$ cat src/rtl/gray_counter_conv.sv
// rtl/gray_counter_conv.sv - up/down counter holding binary and reflected-Gray count, loadable from Gray
//
// Purpose:
//   Keeps a WIDTH-bit binary count and its reflected-Gray image in registers.
//   It can be resumed from a Gray-coded value, which is converted to binary
//   internally by a prefix XOR. It counts up or down with modular wrap, and it
//   flags each wrap-around with a registered one-cycle pulse.
//
// Parameters:
//   WIDTH     counter width in bits (>= 2)
//   INIT      binary count loaded at reset (< 2**WIDTH)
//
// Ports:
//   clk       system clock, all state changes on the rising edge
//   rst_n     synchronous active-low reset, overrides load and en
//   en        count enable
//   up        direction when counting: 1 = increment, 0 = decrement
//   load      load request, has priority over en
//   load_gray Gray-coded load value
//   bin       registered binary count
//   gray      registered Gray count, always bin ^ (bin >> 1)
//   wrap      registered one-cycle pulse when the count wraps around

module gray_counter_conv #(
  parameter int unsigned       WIDTH = 4,
  parameter logic [WIDTH-1:0]  INIT  = '0
) (
  input  logic             clk,
  input  logic             rst_n,
  input  logic             en,
  input  logic             up,
  input  logic             load,
  input  logic [WIDTH-1:0] load_gray,
  output logic [WIDTH-1:0] bin,
  output logic [WIDTH-1:0] gray,
  output logic             wrap
);

  localparam logic [WIDTH-1:0] ONE       = {{(WIDTH-1){1'b0}}, 1'b1};
  localparam logic [WIDTH-1:0] INIT_GRAY = INIT ^ (INIT >> 1);

  // Gray to binary: each binary bit is the XOR of all Gray bits at or above it,
  // built as a running prefix from the MSB down.
  function automatic logic [WIDTH-1:0] g2b(input logic [WIDTH-1:0] g);
    logic [WIDTH-1:0] b;
    b[WIDTH-1] = g[WIDTH-1];
    for (int i = WIDTH - 2; i >= 0; i--) begin
      b[i] = b[i+1] ^ g[i];
    end
    return b;
  endfunction

  function automatic logic [WIDTH-1:0] b2g(input logic [WIDTH-1:0] b);
    return b ^ (b >> 1);
  endfunction

  logic [WIDTH-1:0] bin_q,  bin_d;
  logic [WIDTH-1:0] gray_q, gray_d;
  logic             wrap_q, wrap_d;

  logic [WIDTH-1:0] step_bin;
  logic             step_wrap;

  // Counting step. The Gray value is always derived from the new binary count,
  // so consecutive counts differ in one Gray bit even across a direction change.
  always_comb begin
    step_bin  = up ? (bin_q + ONE) : (bin_q - ONE);
    step_wrap = up ? (&bin_q) : ~(|bin_q);
  end

  always_comb begin
    bin_d  = bin_q;
    gray_d = gray_q;
    wrap_d = 1'b0;
    if (load) begin
      // The loaded Gray value is stored as given; only the binary side is derived.
      bin_d  = g2b(load_gray);
      gray_d = load_gray;
    end else if (en) begin
      bin_d  = step_bin;
      gray_d = b2g(step_bin);
      wrap_d = step_wrap;
    end
  end

  always_ff @(posedge clk) begin
    if (!rst_n) begin
      bin_q  <= INIT;
      gray_q <= INIT_GRAY;
      wrap_q <= 1'b0;
    end else begin
      bin_q  <= bin_d;
      gray_q <= gray_d;
      wrap_q <= wrap_d;
    end
  end

  assign bin  = bin_q;
  assign gray = gray_q;
  assign wrap = wrap_q;

endmodule

$ cat config.mk
export PLATFORM = sky130hd
export DESIGN_NAME = gray_counter_conv
export DESIGN_NICKNAME = d
export VERILOG_FILES = /design/src/rtl/gray_counter_conv.sv
export SDC_FILE = /design/constraint.sdc
export NUM_CORES = 1
export LEC_CHECK = 0
export CAP_MARGIN = 15
export CORE_MARGIN = 1
export CORE_UTILIZATION = 39
export DETAILED_ROUTE_END_ITERATION = 8
export HOLD_SLACK_MARGIN = 0.05
export PLACE_DENSITY = 0.72
export SYNTH_ARGS = -nofsm -noshare
export SYNTH_HDL_FRONTEND = slang
export SYNTH_SLANG_ARGS = --single-unit
export TNS_END_PERCENT = 30
$ cat constraint.sdc
create_clock -name clk -period 1.86 [get_ports clk]
set_clock_uncertainty 0.2 [all_clocks]
set_input_delay 0.372 -clock clk [delete_from_list [all_inputs] [get_ports clk]]
set_output_delay 0.372 -clock clk [all_outputs]
set_load 0.01 [all_outputs]
Word-level counts from Yosys, hierarchy flattened
Cells that the tools add are included.
W data, S select, Z words.
Word-level totals
  register bits after elaboration: 9
  bits of input ports: 9
  output and inout port bits: 9
  logic and storage cells: 22
Operators by class
  $add $sub $neg: 2
  mux-type cells: 6
  bitwise gates (word level): 7
  reduce and logical (&&, ||, !) cells: 4
Operators by type and width (count)
  $mux W4: 5
  $add A4 B1 Y4 const B: 1
  $reduce_and A4 Y1: 1
  $reduce_or A4 Y1: 1
  $sub A4 B1 Y4 const B: 1
  $xor A4 B3 Y4: 1
  $not A1 Y1: 3
  $reduce_or A3 Y1: 1
  $xor A1 B1 Y1: 3
  $reduce_bool A2 Y1: 1
  $mux W1: 1

Logic depth before layout (Yosys ltp)
  word-level depth: 5
  depth in mapped cells: 7
  depth with buffers taken out: 6

Worst setup path before layout
No wires, ideal clock.
  path kind: reg2reg
  start: register bin_q[0] (netlist: bin[0])
  end: register gray_q[2] (netlist: gray[2])
  library setup time: 0.073 ns
  arrival time: 1.750 ns
  slack: -0.163 ns
  cell stages (with the launch flop): 7
  clock period less this slack: 2.023 ns
  cells stage by stage: dfxtp_1 -> buf_6 -> inv_1 -> fa_1 -> xnor2_1 -> xor3_1 -> o22ai_2
On the way
  word-level cells in the longest chain between the ends: 5
  elaborated cells between the ends (all ways): 6
RTL lines
  from (decl): RTL line 57  | logic [WIDTH-1:0] bin_q, bin_d;
  from (signal assigned): RTL line 92  | bin_q <= bin_d;
  $sub A4 B1 Y4 / $add A4 B1 Y4 (equally long branches): RTL line 67  | step_bin = up ? (bin_q + ONE) : (bin_q - ONE);
  $mux W4 (*): RTL line 67
  $xor A4 B3 Y4 (*): RTL line 54  | return b ^ (b >> 1);
  $mux W4 (*): RTL line 79  | end else if (en) begin
  $mux W4 (*): RTL line 75  | if (load) begin
  to (signal assigned): RTL line 93  | gray_q <= gray_d;
  to (decl): RTL line 58  | logic [WIDTH-1:0] gray_q, gray_d;
Every way passes the cells marked *; elsewhere a longest branch is shown, timed or not. The select of a mux whose other input is x is not followed.
A chain may end at the register's enable or synchronous reset.

Worst setup path after layout
  start: register bin_q[1] (netlist: bin[1])
  end: register gray_q[2] (netlist: gray[2])
Same word-level chain as after synthesis.

==> flow_metrics.env <==
export IMPL_outcome="finished, final reports clean"
export IMPL_placed_area_sq_um=812
export IMPL_synthCells=66
export IMPL_root_buffer="clkbuf_4"
export IMPL_fin_nets=107
export IMPL_grt_max_degree=10
export IMPL_initial_core_util_pct=42.5
export IMPL_fin_util_pct=66.0
export IMPL_synth_common_cells="8 x a21oi_1, 8 x dfxtp_1, 7 x xnor2_1, 6 x inv_1, 5 x a211oi_1"
export IMPL_multi_input_area_sq_um=394
export IMPL_maxCapViolCount=0
export IMPL_portBuffers=17
export IMPL_synth_edf_count=0
export IMPL_setup_viol=0
export IMPL_via_per_inst=5.33
export IMPL_muxShareOfSynthArea_pct=0
export IMPL_ys_flop_type="dfxtp_1"
export IMPL_crit_type="reg -> reg"
export IMPL_synthToLayoutAreaGrowth_pct=55.1
export IMPL_cts_hold_buffers=0
export IMPL_h_tree_depth=1
export IMPL_dp_cells=105
export IMPL_cts_buffers=3
export IMPL_yosysWarnings=0
export IMPL_fin_tns_setup_ns=0
export IMPL_required_ns=1.85
export IMPL_worst_slew_pin_slew_ns=0.315
export IMPL_synth_top_family_by_area="compound AO/OA/AOI/OAI gates"
export IMPL_critPathSlowestCell="dfxtp_2"
export IMPL_rsz0062_at_grt="no"
export IMPL_yosysTopAreaCell="dfxtp_1"
export IMPL_irDropWorstVdd_mv=0.453
export IMPL_num_antenna_cells=0
export IMPL_io_pins=18
export IMPL_cp_cell_sequence="buf_4 -> ha_1 -> a21o_1 -> a21oi_2 -> xor3_1 -> o22ai_2"
export IMPL_clock_sinks=8
export IMPL_ant_nets=0
export IMPL_cp_top_family="compound AO/OA/AOI/OAI gates"
export IMPL_regArea_sq_um=164
export IMPL_drtIter0Drc=9
export IMPL_cp_end_kind="register"
export IMPL_hpwl_mm=1.06
export IMPL_grt_overflow=0
export IMPL_grt_pass1_wl_mm=2.04
export IMPL_p_total_uw=641
export IMPL_final_cells=108
export IMPL_fill_cells=115
export IMPL_wl_mm=1.43
export IMPL_crit_fanout=3
export IMPL_antenna_found_initial=0
export IMPL_layout_worst_path_cycle_share_pct=95.3
export IMPL_gp_congestion=0.750
export IMPL_synth_compound_area_share_pct=23.4
export IMPL_clock_latency_ns=0.25
export IMPL_die_w_microns=39.9
export IMPL_first_pass_iters=4
export IMPL_grt_usage_pct=20.7
export IMPL_die_area_sq_um=1590
export IMPL_first_global_vias=471
export IMPL_fin_area_sq_um=870
export IMPL_yosysUniqueCellTypes=27
export IMPL_worstSetupStartpointType="register"
export IMPL_syn_num_nets=78
export IMPL_post_cts_setup_buffer_count=0
export IMPL_arrival_ns=1.76
export IMPL_cts_buffer_depth=2
export IMPL_synthAdderAreaFrac_pct=8.04
export IMPL_fp_row_count=13
export IMPL_max_freq_ghz=0.564
export IMPL_cts_tree="yes"
export IMPL_finalHoldViolCount=0
export IMPL_hold_class="in -> reg"
export IMPL_pwr_density_cell_nw_per_um2=737
export IMPL_path_clk_slew_ns=0.05
export IMPL_num_vias=576
export IMPL_finalMaxSlewViolations=0
export IMPL_wl_per_cell_microns=13.2
export IMPL_maxSlewHeadroom_pct=78.8
export IMPL_die_y_microns=39.9
export IMPL_period_needed_ns=1.77
export IMPL_synth_avg_cell_area_sq_um=8.49
export IMPL_ys_ff_latch=8
export IMPL_synth_area_leaders="dfxtp_1 29%, xnor2_1 11%, a21oi_1 7.1%"
export IMPL_synth_top_cell_area_share_pct=28.6
export IMPL_drc_errors=0
export IMPL_synth_simple_gate_area_share_pct=14.3
export IMPL_synthArstFlopShare_pct=0
export IMPL_drive_above_1_share_pct=28.0
export IMPL_critPathBufInv=1
export IMPL_yosysSeqAreaShare_pct=28.6
export IMPL_synth_xor_area_share_pct=16.7
export IMPL_coreArea_sq_um=1320
export IMPL_synth_area_sq_um=561
export IMPL_cp_slowest_stage_delay_ns=0.33
export IMPL_leakage_nw=0.379
==> sequential cells by signal, summed over array words and instances (netlist names) <==
signal  flops
bin         4
gray        3
wrap        1
==> cells in the final DEF (no fill, tap or decap), drive strengths merged, types with 2 or more instances in the layout <==
cell type / netlist / layout
buf: 3 / 11
ha: 2 / 2
xnor2: 7 / 7
nand3: 2 / 2
clkbuf: 1 / 4
nor4: 2 / 2
inv: 6 / 6
o21ai: 2 / 2
dfxtp: 8 / 8
clkdlybuf4s50: 0 / 13
a211oi: 5 / 5
dlygate4sd2: 0 / 2
a21oi: 8 / 8
nor2: 4 / 4
nand2: 4 / 4
==> kinds of logic (layout without fill, tap and decap cells) <==
logic type | after synthesis | after routing
compound gates | 20 | 20
xor+xnor | 9 | 9
fa+ha+maj | 3 | 3
buf+inv | 10 | 37
flops | 8 | 8
simple gates | 16 | 16
==> worst min-delay path: cells and delay by family <==
kind	cells	cell delay, ns
buffers and inverters	2	0.22
AND/OR/NAND/NOR	1	0.06
AO/OA/AOI/OAI	1	0.06
==> final timing paths <==
check	cells past startpoint	slack, ns	to	from
setup reg to reg	6	0.09	gray[2]	bin[1]
hold / removal	4	0.31	wrap	up
setup / recovery	6	0.09	gray[2]	bin[1]
hold reg to reg	2	0.38	gray[1]	gray[1]
==> final cells by class <==
class / count / area share, %
sequential: 8 / 18.8
clock buffer: 3 / 2.59
multi-input combinational: 48 / 45.3
inverter: 6 / 2.59
tap: 15 / 2.16
timing repair buffer: 28 / 28.5
==> layer usage <==
layer / wire length [microns] / vias up / GRT usage, % / part of all wire (%)
li1: - / 285 / - / -
met1: 628 / 267 / 23.5 / 44
met2: 693 / 22 / 34.3 / 49
met3: 99 / 2 / 10.2 / 6.9
met4: 6 / 0 / 5.17 / 0.42
met5: 0 / - / 0 / 0
==> through the flow <==
step / hold slack, ns / setup slack [ns]
after floorplan: 0.289 / -0.00617
after global placement: 0.353 / -0.506
after detailed placement: 0.347 / -0.544
after CTS: 0.360 / 0.0152
after global routing: 0.308 / 0.00237
final: 0.307 / 0.0883
==> repair_timing <==
action	in CTS	in global routing
resized for setup	5	10
setup endpoints to repair	7	5
pin swaps	1	1
==> where the power goes <==
group | internal (mW) | switching (mW)
logic | 0.173 | 0.131
clock network | 0.0739 | 0.0600
registers | 0.190 | 0.0126
Note: power is estimated with default switching activity, not from simulation.
